==> src/rtl/key_step_conditioner.sv <==
// key_step_conditioner
//   Turns a raw, bouncing, active-low push button into clean single-cycle step
//   pulses on the system clock. The button passes through a 2-flop
//   synchroniser and a debounce FSM. Optional auto-repeat issues further steps
//   while the key is held. Steps are counted modulo 256 for a display.
//
// Ports
//   clock       in   system clock; all state changes on the rising edge
//   reset_n     in   synchronous, active-low reset
//   key_n       in   raw button, asynchronous, 0 = pressed
//   repeat_en   in   1 = auto-repeat while the key is held
//   step        out  one-cycle step pulse (registered)
//   pressed     out  debounced button level (registered)
//   step_count  out  number of steps issued, modulo 256
//   state       out  FSM state, for a debug display
module key_step_conditioner #(
  parameter int DEBOUNCE_CYCLES = 500000,
  parameter int REPEAT_DELAY    = 25000000,
  parameter int REPEAT_PERIOD   = 5000000,
  parameter int CNT_W           = 25
) (
  input  logic       clock,
  input  logic       reset_n,
  input  logic       key_n,
  input  logic       repeat_en,
  output logic       step,
  output logic       pressed,
  output logic [7:0] step_count,
  output logic [2:0] state
);

  typedef enum logic [2:0] {
    IDLE     = 3'd0,
    PRESS_DB = 3'd1,
    HELD_DLY = 3'd2,
    HELD_RPT = 3'd3,
    REL_DB   = 3'd4
  } state_t;

  // Terminal values of the shared counter: a count of N runs 0 .. N-1.
  localparam logic [CNT_W-1:0] DB_LAST  = CNT_W'(DEBOUNCE_CYCLES - 1);
  localparam logic [CNT_W-1:0] DLY_LAST = CNT_W'(REPEAT_DELAY - 1);
  localparam logic [CNT_W-1:0] RPT_LAST = CNT_W'(REPEAT_PERIOD - 1);
  localparam logic [CNT_W-1:0] CNT_ONE  = CNT_W'(1);

  logic             key_sync_p0;
  logic             key_s_p1;
  state_t           state_q;
  logic [CNT_W-1:0] cnt_q;

  // Stage p0/p1: two-flop synchroniser, inverted so key_s_p1 = 1 means pressed.
  always_ff @(posedge clock) begin
    if (!reset_n) begin
      key_sync_p0 <= 1'b0;
      key_s_p1    <= 1'b0;
    end else begin
      key_sync_p0 <= ~key_n;
      key_s_p1    <= key_sync_p0;
    end
  end

  // Debounce / auto-repeat FSM. A release is always tested before any
  // terminal count, so a release on the terminal cycle issues no step.
  // pressed is written in every branch so it reflects the next state.
  always_ff @(posedge clock) begin
    if (!reset_n) begin
      state_q    <= IDLE;
      cnt_q      <= '0;
      step       <= 1'b0;
      pressed    <= 1'b0;
      step_count <= 8'd0;
    end else begin
      step <= 1'b0;
      case (state_q)
        IDLE: begin
          pressed <= 1'b0;
          if (key_s_p1) begin
            cnt_q   <= '0;
            state_q <= PRESS_DB;
          end
        end
        PRESS_DB: begin
          if (!key_s_p1) begin
            pressed <= 1'b0;
            state_q <= IDLE;
          end else if (cnt_q == DB_LAST) begin
            cnt_q      <= '0;
            step       <= 1'b1;
            step_count <= step_count + 8'd1;
            pressed    <= 1'b1;
            state_q    <= HELD_DLY;
          end else begin
            cnt_q   <= cnt_q + CNT_ONE;
            pressed <= 1'b0;
          end
        end
        HELD_DLY: begin
          pressed <= 1'b1;
          if (!key_s_p1) begin
            cnt_q   <= '0;
            state_q <= REL_DB;
          end else if (!repeat_en) begin
            cnt_q <= '0;
          end else if (cnt_q == DLY_LAST) begin
            cnt_q      <= '0;
            step       <= 1'b1;
            step_count <= step_count + 8'd1;
            state_q    <= HELD_RPT;
          end else begin
            cnt_q <= cnt_q + CNT_ONE;
          end
        end
        HELD_RPT: begin
          pressed <= 1'b1;
          if (!key_s_p1) begin
            cnt_q   <= '0;
            state_q <= REL_DB;
          end else if (!repeat_en) begin
            cnt_q   <= '0;
            state_q <= HELD_DLY;
          end else if (cnt_q == RPT_LAST) begin
            cnt_q      <= '0;
            step       <= 1'b1;
            step_count <= step_count + 8'd1;
          end else begin
            cnt_q <= cnt_q + CNT_ONE;
          end
        end
        REL_DB: begin
          if (key_s_p1) begin
            // Re-press bounce during release: back to held, no new step.
            cnt_q   <= '0;
            pressed <= 1'b1;
            state_q <= HELD_DLY;
          end else if (cnt_q == DB_LAST) begin
            pressed <= 1'b0;
            state_q <= IDLE;
          end else begin
            cnt_q   <= cnt_q + CNT_ONE;
            pressed <= 1'b1;
          end
        end
        default: begin
          cnt_q   <= '0;
          pressed <= 1'b0;
          state_q <= IDLE;
        end
      endcase
    end
  end

  assign state = state_q;

endmodule

==> config.mk <==
export PLATFORM = sky130hd
export DESIGN_NAME = key_step_conditioner
export DESIGN_NICKNAME = d
export VERILOG_FILES = /design/src/rtl/key_step_conditioner.sv
export SDC_FILE = /design/constraint.sdc
export NUM_CORES = 1
export LEC_CHECK = 0
export BUFFER_PORTS_ARGS = -buffer_cell sky130_fd_sc_hd__buf_2
export CORE_MARGIN = 1
export CORE_UTILIZATION = 45
export CTS_CLUSTER_DIAMETER = 30
export DETAILED_ROUTE_END_ITERATION = 12
export GPL_TIMING_DRIVEN = 0
export PLACE_DENSITY = 0.67
export REMOVE_ABC_BUFFERS = 1
export SYNTH_ARGS = -nofsm -noshare
export SYNTH_HDL_FRONTEND = slang
export SYNTH_SLANG_ARGS = --single-unit
==> constraint.sdc <==
create_clock -name clock -period 1.9 [get_ports clock]
set_input_delay 0.19 -clock clock [delete_from_list [all_inputs] [get_ports clock]]
set_output_delay 0.19 -clock clock [all_outputs]
set_load 0.05 [all_outputs]
Word-level counts from Yosys, hierarchy flattened
Index checks and enable logic that the tools add are counted.
- add/sub/neg operators: 2
- $mul: 0
- div/mod/pow operators: 0
- $lt $le $gt $ge: 0
- equality and inequality tests: 22
- shift-type cells: 0
- multiplexer cells: 44
- bitwise operators: 1
- reductions and logical operators: 6
- operator list (operator ; number):
    25-bit two-way mux ; 11
    25-bit case mux with 5 select lines ; 1
    8-bit two-way mux ; 8
    3-bit two-way mux ; 10
    25-bit by 1-bit adder with 25-bit output (second input constant) ; 1
    25-bit by 19-bit equality test with 1-bit output (second input constant) ; 1
    25-bit by 23-bit equality test with 1-bit output (second input constant) ; 1
    25-bit equality test (second input constant) ; 1
    8-bit case mux with 3 select lines ; 1
    2-bit inequality test (second input constant) ; 9
    3-bit inequality test (second input constant) ; 6
    3-bit case mux with 5 select lines ; 1
    1-bit two-way mux ; 10
    9-bit AND reduction ; 1
    8-bit by 1-bit adder with 8-bit output (second input constant) ; 1
    3-bit by 2-bit equality test with 1-bit output (second input constant) ; 2
    1-bit case mux with 3 select lines ; 2
    6-bit AND reduction ; 1
    3-bit by 1-bit equality test with 1-bit output (second input constant) ; 1
    3-bit equality test (second input constant) ; 1
    3-bit zero test ; 1
    3-bit AND reduction ; 1
    3-bit nonzero test ; 1
    2-bit OR reduction ; 1
    1-bit inverter ; 1
- flip-flop bits (word level): 40
- bits in latches: 0
- RAM bits: 0
- ROM bits: 0
- output and inout port bits: 13
- memories kept: 0

Logic depth before layout (Yosys ltp)
Gate-level depths: netlist of run 1.
- depth in word-level cells: 5
- mapped depth: 10
- gate-level depth less buffers: 7

Least setup slack after synthesis of run 1
OpenSTA, ideal clock, no wires.
- kind: flip-flop to flip-flop
- from: reg state_q[0], in the netlist state[0]
- to: reg cnt_q[3]
- library setup time: 76 ps
- arrival time: 2137 ps
- required time: 1824 ps
- setup slack: -313 ps
- stages on the path, launching flop included: 9
- buffers on the path: 2
- period minus slack after synthesis: 2213 ps
- cells stage by stage: dfxtp_1 > buf_2 > nand2b_1 > nor2_1 > o21ai_0 > o211a_1 > buf_2 > or4_1 > a31oi_1
- word-level cells in the longest chain between the ends: 3
- elaborated cells on any way between the ends: 10
- ends and longest elaborated chain (what ; RTL line ; text):
    start, declared ; 48 ; state_t state_q;
    start signal, assigned ; 67 ; state_q <= IDLE;
    start signal, assigned ; 79 ; state_q <= PRESS_DB;
    start signal, assigned ; 85 ; state_q <= IDLE;
    3-bit equality test, or another cell as far along ; 74 ; case (state_q)
    3-bit inequality test (no source line) / 2-bit inequality test (equally long branches) ; - ;
    3-bit AND reduction (no source line) ; - ;
    end signal, assigned ; 93 ; cnt_q <= cnt_q + CNT_ONE;
    end signal, assigned ; 110 ; cnt_q <= cnt_q + CNT_ONE;
    end signal, assigned ; 126 ; cnt_q <= cnt_q + CNT_ONE;
    end, declared ; 49 ; logic [CNT_W-1:0] cnt_q;
Parallel ways exist; a longest one is shown, timed or not.
A chain may end at the register's enable or synchronous reset.

Final worst setup path of run 1
- from: reg cnt_q[21]
- to: reg cnt_q[5]
- word-level cells in the longest chain between the ends: 5
- elaborated cells on any way between the ends: 14
- ends and longest elaborated chain (what ; RTL line):
    25-bit by 23-bit equality test with 1-bit output / 25-bit equality test (equally long branches) ; 121, 104
    25-bit two-way mux (on tied branches) ; 121, 104
    25-bit two-way mux (on tied branches) ; 118, 102
    25-bit two-way mux (on tied branches) ; 115, 99
    25-bit case mux with 5 select lines ; 74
Parallel ways exist; a longest one is shown, timed or not. The select of a mux whose other input is x is not followed.

==> flow_results.xml, run 1 <==
<?xml version="1.0" encoding="UTF-8"?>
<metrics>
  <group name="outcome">
    <metric name="run_status" unit="">finished with violations</metric>
    <metric name="violations" unit="">setup timing</metric>
  </group>
  <group name="critical_path">
    <metric name="cp_slowest_stage_delay" unit="ps">350</metric>
    <metric name="crit_required" unit="ps">2050</metric>
    <metric name="worstPathMaxFanout" unit="">7</metric>
    <metric name="path_buf_inv" unit="">2</metric>
    <metric name="master_of_the_slowest_instance_on_the_critical_path" unit="">dfxtp_4</metric>
    <metric name="timing.setup.critical_path_class" unit="">reg -&gt; reg</metric>
    <metric name="path_cells" unit="">nor4_4, buf_4, nand4b_4, o41ai_4, buf_6, and2_4, or4_1, a31oi_1</metric>
    <metric name="type_of_destination_of_the_critical_path" unit="">flip-flop</metric>
    <metric name="crit_arrival" unit="ps">2290</metric>
    <metric name="cp_top_family" unit="">simple AND/OR/NAND/NOR gates</metric>
    <metric name="start_kind" unit="">flip-flop</metric>
  </group>
  <group name="power">
    <metric name="power_leakage" unit="µW">0.001148</metric>
    <metric name="vdd.ir_drop.worst" unit="mV">0.3525</metric>
    <metric name="finalPower" unit="µW">1534</metric>
    <metric name="powerDensity" unit="mW/mm²">470.3</metric>
  </group>
  <group name="clock_tree">
    <metric name="tritoncts_num_sinks" unit="">40</metric>
    <metric name="cts_buffers" unit="">5</metric>
    <metric name="cts_htree_levels" unit="">2</metric>
    <metric name="cts_tree" unit="">built</metric>
    <metric name="cts_root_buf" unit="">clkbuf_8</metric>
    <metric name="worstSkewPairLatency" unit="ps">290</metric>
    <metric name="ctsLongestPathBuffers" unit="">2</metric>
    <metric name="worst_setup_hold_path_clk_slew" unit="ps">80</metric>
  </group>
  <group name="drt">
    <metric name="drt_first_iter_violations" unit="">192</metric>
    <metric name="drc_errors" unit="">0</metric>
    <metric name="postRouteAntennaNets" unit="">0</metric>
    <metric name="num_vias" unit="">2633</metric>
    <metric name="route.detailed.wl_per_inst" unit="µm">17.51</metric>
    <metric name="drt_pre_antenna_iters" unit="">5</metric>
    <metric name="routed_wire_length" unit="mm">7.249</metric>
    <metric name="viasPerCell" unit="">6.360</metric>
  </group>
  <group name="sta">
    <metric name="fmax" unit="MHz">468.3</metric>
    <metric name="tightestPinTransition" unit="ps">698.8</metric>
    <metric name="postLayoutSetupSlackWorst" unit="ps">-235.4</metric>
    <metric name="slew_headroom" unit="%">53.12</metric>
    <metric name="finalSetupViolCount" unit="">32</metric>
    <metric name="grt_setup_unrepaired" unit="">true</metric>
    <metric name="report.final.slew_viol_count" unit="">0</metric>
    <metric name="worst_clock_skew" unit="ps">8.179</metric>
    <metric name="finalHoldViolations" unit="">0</metric>
    <metric name="final_period_minus_worst_setup_slack" unit="ps">2135</metric>
    <metric name="whs" unit="ps">49.50</metric>
    <metric name="layout_worst_path_cycle_share" unit="%">112.4</metric>
  </group>
  <group name="job">
    <metric name="maxCapViolations" unit="">0</metric>
  </group>
  <group name="floorplanning">
    <metric name="die_area" unit="mm²">0.005809</metric>
    <metric name="die-width" unit="µm">76.22</metric>
    <metric name="design.portCount" unit="">17</metric>
    <metric name="core_region_area" unit="mm²">0.005205</metric>
    <metric name="floorplan.rows" unit="">26</metric>
    <metric name="die_height" unit="µm">76.22</metric>
    <metric name="start_util" unit="%">47.62</metric>
  </group>
  <group name="global_route">
    <metric name="first_global_vias" unit="">2312</metric>
    <metric name="grt_antenna_before_repair" unit="">0</metric>
    <metric name="track_usage" unit="%">24.52</metric>
    <metric name="grt_start_max_net_pins" unit="">23</metric>
    <metric name="grt_pass1_wl" unit="mm">11.59</metric>
    <metric name="grt.overflow.total" unit="">0</metric>
  </group>
  <group name="final_layout">
    <metric name="layout-drive-gt1-share" unit="%">38.37</metric>
    <metric name="antenna_cells" unit="">0</metric>
    <metric name="final_util" unit="%">62.67</metric>
    <metric name="nNetsFinal" unit="">350</metric>
    <metric name="area_delta_synth_final" unit="%">31.60</metric>
  </group>
  <group name="synth">
    <metric name="post_synth_instance_area" unit="mm²">0.002479</metric>
    <metric name="postSynthRegisterBits" unit="">40</metric>
    <metric name="yosysTopAreaCellShare" unit="%">32.31</metric>
    <metric name="yosys-top-cells-area" unit="">dfxtp_1, nand2_1, nand3_1</metric>
    <metric name="synth.avg_cell_area" unit="µm²">8.100</metric>
    <metric name="synth_flop_cell" unit="">dfxtp_1</metric>
    <metric name="synthesis_warning_total" unit="">0</metric>
    <metric name="post-synth-top-area-cell" unit="">dfxtp_1</metric>
    <metric name="yosysSeqAreaShare" unit="%">32.31</metric>
    <metric name="synth_cell_type_count" unit="">54</metric>
    <metric name="asr_flop_ratio_synth" unit="%">0</metric>
    <metric name="synth-edff-count" unit="">0</metric>
    <metric name="postSynthCellCount" unit="">306</metric>
  </group>
  <group name="placed_design">
    <metric name="gpl.final_weighted_congestion" unit="">0.8623</metric>
    <metric name="detailedPlacementHpwl" unit="mm">3.895</metric>
    <metric name="buffer_ports.inserted" unit="">16</metric>
  </group>
  <group name="worst_hold_path">
    <metric name="min-delay-path-class" unit="">in -&gt; reg</metric>
  </group>
</metrics>
[power breakdown]
part | switching (µW) | total, µW | leakage, µW | internal (µW)
logic | 56.1 | 85.0 | 0.000760 | 28.8
clock network | 291 | 615 | 0.0000503 | 324
registers | 4.17 | 834 | 0.000337 | 830
[worst reg2reg max path, stage by stage, from the launching register on]
cell      delay, ps
dfxtp_4         350
nor4_4          340
buf_4           200
nand4b_4        160
o41ai_4         320
buf_6           190
and2_4          220
or4_1           140
a31oi_1          80
[cell families (layout without fill, tap and decap cells)]
kind of cell,after synthesis,count (layout),share of synthesized area [%]
AO/OA/AOI/OAI,59,59,16.71
adder cells (fa/ha/maj),2,2,1.009
multiplexers,8,8,3.231
XOR/XNOR,8,8,2.827
AND/OR/NAND/NOR,162,165,37.30
flip-flops,40,40,32.31
buffers and inverters,27,62,6.613
[final timing paths]
| path | endpoint | depth (start not counted) | slack [ps] | start |
|---|---|---|---|---|
| worst max-delay path | cnt_q[5]$_SDFFE_PN0P_ | 8 | -240 | cnt_q[21]$_SDFFE_PN0P_ |
| worst min register to register | key_s_p1$_SDFF_PN0_ | 1 | 450 | key_sync_p0$_SDFF_PN0_ |
| worst min-delay path | key_sync_p0$_SDFF_PN0_ | 2 | 50 | key_n |
| worst max register to register | cnt_q[5]$_SDFFE_PN0P_ | 8 | -240 | cnt_q[21]$_SDFFE_PN0P_ |
[sequential cells by signal (all words and copies together), names as in the netlist]
name / flops
cnt_q: 25
step_count: 8
step: 1
pressed: 1
key_sync_p0: 1
state: 3
key_s_p1: 1
[layout by cell type (no fill, tap or decap), types with 5 or more instances in the layout]
master	count
nand2_2	5
nand4_1	14
nor2_1	18
nand2b_1	7
dfxtp_4	7
clkbuf_8	7
nand3_1	21
buf_2	17
buf_4	20
nand3b_1	6
dfxtp_2	18
nand2_1	33
dfxtp_1	15
a21oi_1	9
xnor2_1	7
or4_1	6
nor3_1	5
a31oi_1	15
and4_1	6
and3_1	6
mux2i_1	8
buf_6	12
[synth_stat cells, types with 4 or more instances]
master	number
dfxtp_1	40
nand2_1	39
nand3_1	25
nor2_1	21
a31oi_1	15
nand4_1	14
a21oi_1	11
buf_2	9
clkbuf_1	8
mux2i_1	8
nor4_1	8
o21ai_0	8
xnor2_1	8
nand2b_1	7
and3_1	6
and4_1	6
nand3b_1	6
or4_1	6
nor3_1	5
inv_1	4
[routing by layer]
layer	vias up	track usage (%)	routed length (µm)
met5	-	0	0
met4	0	8.077	85
met3	10	5.030	466
met2	110	40.18	3528
met1	1287	32.00	3168
li1	1226	-	-
[area by class of cell]
| class | instances | area (µm²) |
|---|---|---|
| Timing Repair Buffer | 50 | 390.4 |
| Sequential cell | 40 | 849.6 |
| Inverter | 5 | 18.77 |
| Multi-Input combinational cell | 242 | 1819 |
| Tap cell | 70 | 87.58 |
| Fill cell | 444 | 1943 |
| Clock buffer | 7 | 96.34 |
[per-stage QoR]
step | instances | worst slack, ps | area [µm²] | setup TNS [ps]
2_1_floorplan | 284 | -763.7 | 2333 | -15730
3_3_place_gp | 370 | -1236 | 2501 | -28150
3_5_place_dp | 371 | -1218 | 2509 | -27890
4_1_cts | 411 | -140.8 | 3151 | -3099
5_1_grt | 414 | -320.7 | 3262 | -8323
6_report | 414 | -235.4 | 3262 | -5619
[timing repair]
item,CTS,global route
hold buffers,0,0
gates resized for setup,86,23
pin swaps,45,20
gates cloned,4,0
setup endpoints to repair,36,38
setup buffers,32,3
No activity file was read; power rests on OpenSTA's default activity.
==> run 2: changes to the inputs <==
--- a/config.mk
+++ b/config.mk
@@ -9,3 +9,3 @@
 export CORE_MARGIN = 1
-export CORE_UTILIZATION = 45
+export CORE_UTILIZATION = 60
 export CTS_CLUSTER_DIAMETER = 30
@@ -13,3 +13,3 @@
 export GPL_TIMING_DRIVEN = 0
-export PLACE_DENSITY = 0.67
+export PLACE_DENSITY = 0.81
 export REMOVE_ABC_BUFFERS = 1
==> constraint.sdc (replaced) <==
create_clock -name clock -period 2.2 [get_ports clock]
set_input_delay 0.33 -clock clock [delete_from_list [all_inputs] [get_ports clock]]
set_output_delay 0.33 -clock clock [all_outputs]
set_load 0.05 [all_outputs]
==> flow_results.xml, run 2 (synthesized netlist as in run 1, its figures left out) <==
<?xml version="1.0" encoding="UTF-8"?>
<metrics>
  <group name="critical_path">
    <metric name="worstPathMaxFanout" unit="">6</metric>
    <metric name="crit_required" unit="ps">2410</metric>
    <metric name="reg2regPathDepth" unit="">8</metric>
    <metric name="type_of_destination_of_the_critical_path" unit="">flip-flop</metric>
    <metric name="reg2reg_from" unit="">cnt_q[0]$_SDFFE_PN0P_</metric>
    <metric name="timing.setup.critical_path_class" unit="">reg -&gt; reg</metric>
    <metric name="timing.critical_path.from" unit="">cnt_q[0]$_SDFFE_PN0P_</metric>
    <metric name="regToRegSetupSlack" unit="ps">80</metric>
    <metric name="worst_setup_path_endpoint" unit="">cnt_q[9]$_SDFFE_PN0P_</metric>
    <metric name="r2r-end" unit="">cnt_q[9]$_SDFFE_PN0P_</metric>
    <metric name="start_kind" unit="">flip-flop</metric>
    <metric name="crit_arrival" unit="ps">2330</metric>
  </group>
  <group name="drt">
    <metric name="drt_first_iter_violations" unit="">412</metric>
    <metric name="drc_errors" unit="">0</metric>
    <metric name="route.detailed.wl_per_inst" unit="µm">16.73</metric>
    <metric name="drt_pre_antenna_iters" unit="">4</metric>
    <metric name="routed_wire_length" unit="mm">6.190</metric>
    <metric name="num_vias" unit="">2443</metric>
    <metric name="viasPerCell" unit="">6.603</metric>
    <metric name="postRouteAntennaNets" unit="">0</metric>
  </group>
  <group name="floorplanning">
    <metric name="floorplan.rows" unit="">22</metric>
    <metric name="die_height" unit="µm">66.28</metric>
    <metric name="core_region_area" unit="mm²">0.003799</metric>
    <metric name="design.portCount" unit="">17</metric>
    <metric name="die_area" unit="mm²">0.004392</metric>
    <metric name="start_util" unit="%">65.25</metric>
    <metric name="die-width" unit="µm">66.28</metric>
  </group>
  <group name="final_layout">
    <metric name="layout.cells.most_common" unit="">nand2_1</metric>
    <metric name="largest_register_ffs" unit="">25</metric>
    <metric name="layout_common_cells" unit="">nand2_1, dfxtp_1, nand3_1</metric>
    <metric name="nNetsFinal" unit="">327</metric>
    <metric name="area_delta_synth_final" unit="%">13.58</metric>
    <metric name="regMostFlops" unit="">cnt_q</metric>
    <metric name="antenna_cells" unit="">0</metric>
    <metric name="final-seq-area" unit="µm²">817.0</metric>
    <metric name="layout-drive-gt1-share" unit="%">21.43</metric>
    <metric name="n_fill_cell" unit="">275</metric>
    <metric name="finish.cell_count_without_fillers" unit="">370</metric>
    <metric name="multiInputGateArea" unit="mm²">0.001647</metric>
  </group>
  <group name="clock_tree">
    <metric name="cts_htree_levels" unit="">2</metric>
    <metric name="cts.hold.buffers_added" unit="">0</metric>
    <metric name="tritoncts_num_sinks" unit="">40</metric>
    <metric name="cts_buffers" unit="">5</metric>
    <metric name="worst_setup_hold_path_clk_slew" unit="ps">70</metric>
    <metric name="cts_tree" unit="">built</metric>
    <metric name="ctsLongestPathBuffers" unit="">2</metric>
    <metric name="cts_root_buf" unit="">clkbuf_8</metric>
    <metric name="worstSkewPairLatency" unit="ps">290</metric>
  </group>
  <group name="placed_design">
    <metric name="buffer_ports.inserted" unit="">16</metric>
    <metric name="dp.cells" unit="">349</metric>
    <metric name="detailedPlacementHpwl" unit="mm">3.696</metric>
    <metric name="gpl.final_weighted_congestion" unit="">0.8872</metric>
  </group>
  <group name="sta">
    <metric name="tightestPinTransition" unit="ps">651.4</metric>
    <metric name="fmax" unit="MHz">470.9</metric>
    <metric name="report.final.slew_viol_count" unit="">0</metric>
    <metric name="whs" unit="ps">190.8</metric>
    <metric name="final_period_minus_worst_setup_slack" unit="ps">2124</metric>
    <metric name="slew_headroom" unit="%">56.30</metric>
    <metric name="layout_worst_path_cycle_share" unit="%">96.54</metric>
    <metric name="finalHoldViolations" unit="">0</metric>
    <metric name="worst_clock_skew" unit="ps">5.187</metric>
    <metric name="finalSetupViolCount" unit="">0</metric>
  </group>
  <group name="power">
    <metric name="powerDensity" unit="mW/mm²">457.8</metric>
    <metric name="power_leakage" unit="µW">0.0009915</metric>
    <metric name="vdd.ir_drop.worst" unit="mV">0.3725</metric>
  </group>
  <group name="job">
    <metric name="maxCapViolations" unit="">0</metric>
  </group>
  <group name="worst_hold_path">
    <metric name="min-delay-path-class" unit="">in -&gt; reg</metric>
  </group>
  <group name="outcome">
    <metric name="run_status" unit="">finished clean</metric>
  </group>
  <group name="global_route">
    <metric name="grt_start_max_net_pins" unit="">27</metric>
    <metric name="grt_pass1_wl" unit="mm">9.446</metric>
    <metric name="track_usage" unit="%">28.17</metric>
    <metric name="grt_antenna_before_repair" unit="">0</metric>
    <metric name="first_global_vias" unit="">2056</metric>
    <metric name="grt.overflow.total" unit="">0</metric>
  </group>
</metrics>
-- run 2: cell types whose count changed in the layout (fill, tap and decap cells not counted), sizes merged --
cell,delta
clkbuf,+1
buf,-22
and2,-1
-- run 2: how the worst min path moves through the flow --
| stage | from | endpoint | slack, ps | cells after the start |
|---|---|---|---|---|
| final | key_n | key_sync_p0$_SDFF_PN0_ | 190 | 2 |
| after global routing | key_n | key_sync_p0$_SDFF_PN0_ | 190 | 2 |
| after CTS | key_n | key_sync_p0$_SDFF_PN0_ | 180 | 2 |
| after detailed placement | key_sync_p0$_SDFF_PN0_ | key_s_p1$_SDFF_PN0_ | 430 | 1 |
| after global placement | key_sync_p0$_SDFF_PN0_ | key_s_p1$_SDFF_PN0_ | 420 | 1 |
| after floorplan | key_n | key_sync_p0$_SDFF_PN0_ | 400 | 1 |
-- run 2: layer usage --
layer	vias up	global-route usage [%]	wire length (µm)
li1	1181	-	-
met1	1127	36.20	2751
met2	113	44.64	2847
met3	22	7.241	454
met4	0	11.17	137
met5	-	0	0
-- run 2: layout make-up --
| type | count | share of cell area (%) |
|---|---|---|
| Multi-Input combinational cell | 241 | 58.49 |
| Clock buffer | 8 | 3.200 |
| Sequential cell | 40 | 29.02 |
| Inverter | 5 | 0.6667 |
| Tap cell | 48 | 2.133 |
| Timing Repair Buffer | 28 | 6.489 |
-- run 2: power breakdown --
part | leakage (µW) | total, µW | internal [µW] | switching, µW
Combinational | 0.000618 | 60.3 | 17.7 | 42.6
Clock | 0.0000455 | 501 | 256 | 246
Sequential | 0.000328 | 727 | 724 | 2.89
-- run 2: through the flow --
step / util, % / setup TNS (ps) / total power [µW] / area, µm² / setup slack (ps)
2_1_floorplan: - / -7606 / 770.9 / 2333 / -463.7
3_3_place_gp: 65.12 / -17060 / 790.0 / 2474 / -918.0
3_5_place_dp: 65.32 / -14840 / 791.0 / 2481 / -818.1
4_1_cts: 69.96 / -42.61 / 1290 / 2658 / -36.01
5_1_grt: 74.11 / -43.71 / 1327 / 2815 / -13.86
6_report: 74.11 / 0 / 1289 / 2815 / 76.22
-- run 2: what timing repair did --
action	in CTS	in global routing
buffers inserted	5	6
setup endpoints to repair	34	34
pin swaps	3	5
cloned	0	2
gates resized for setup	16	22
-- run 2: worst max-delay path, cell delays in order (launching register included) --
cell and delay [ps]:
dfxtp_1 350, ha_1 260, nand4_1 100, buf_4 160, o41ai_4 90, buf_4 180, and2_2 240, or4_1 520
a31oi_1 140
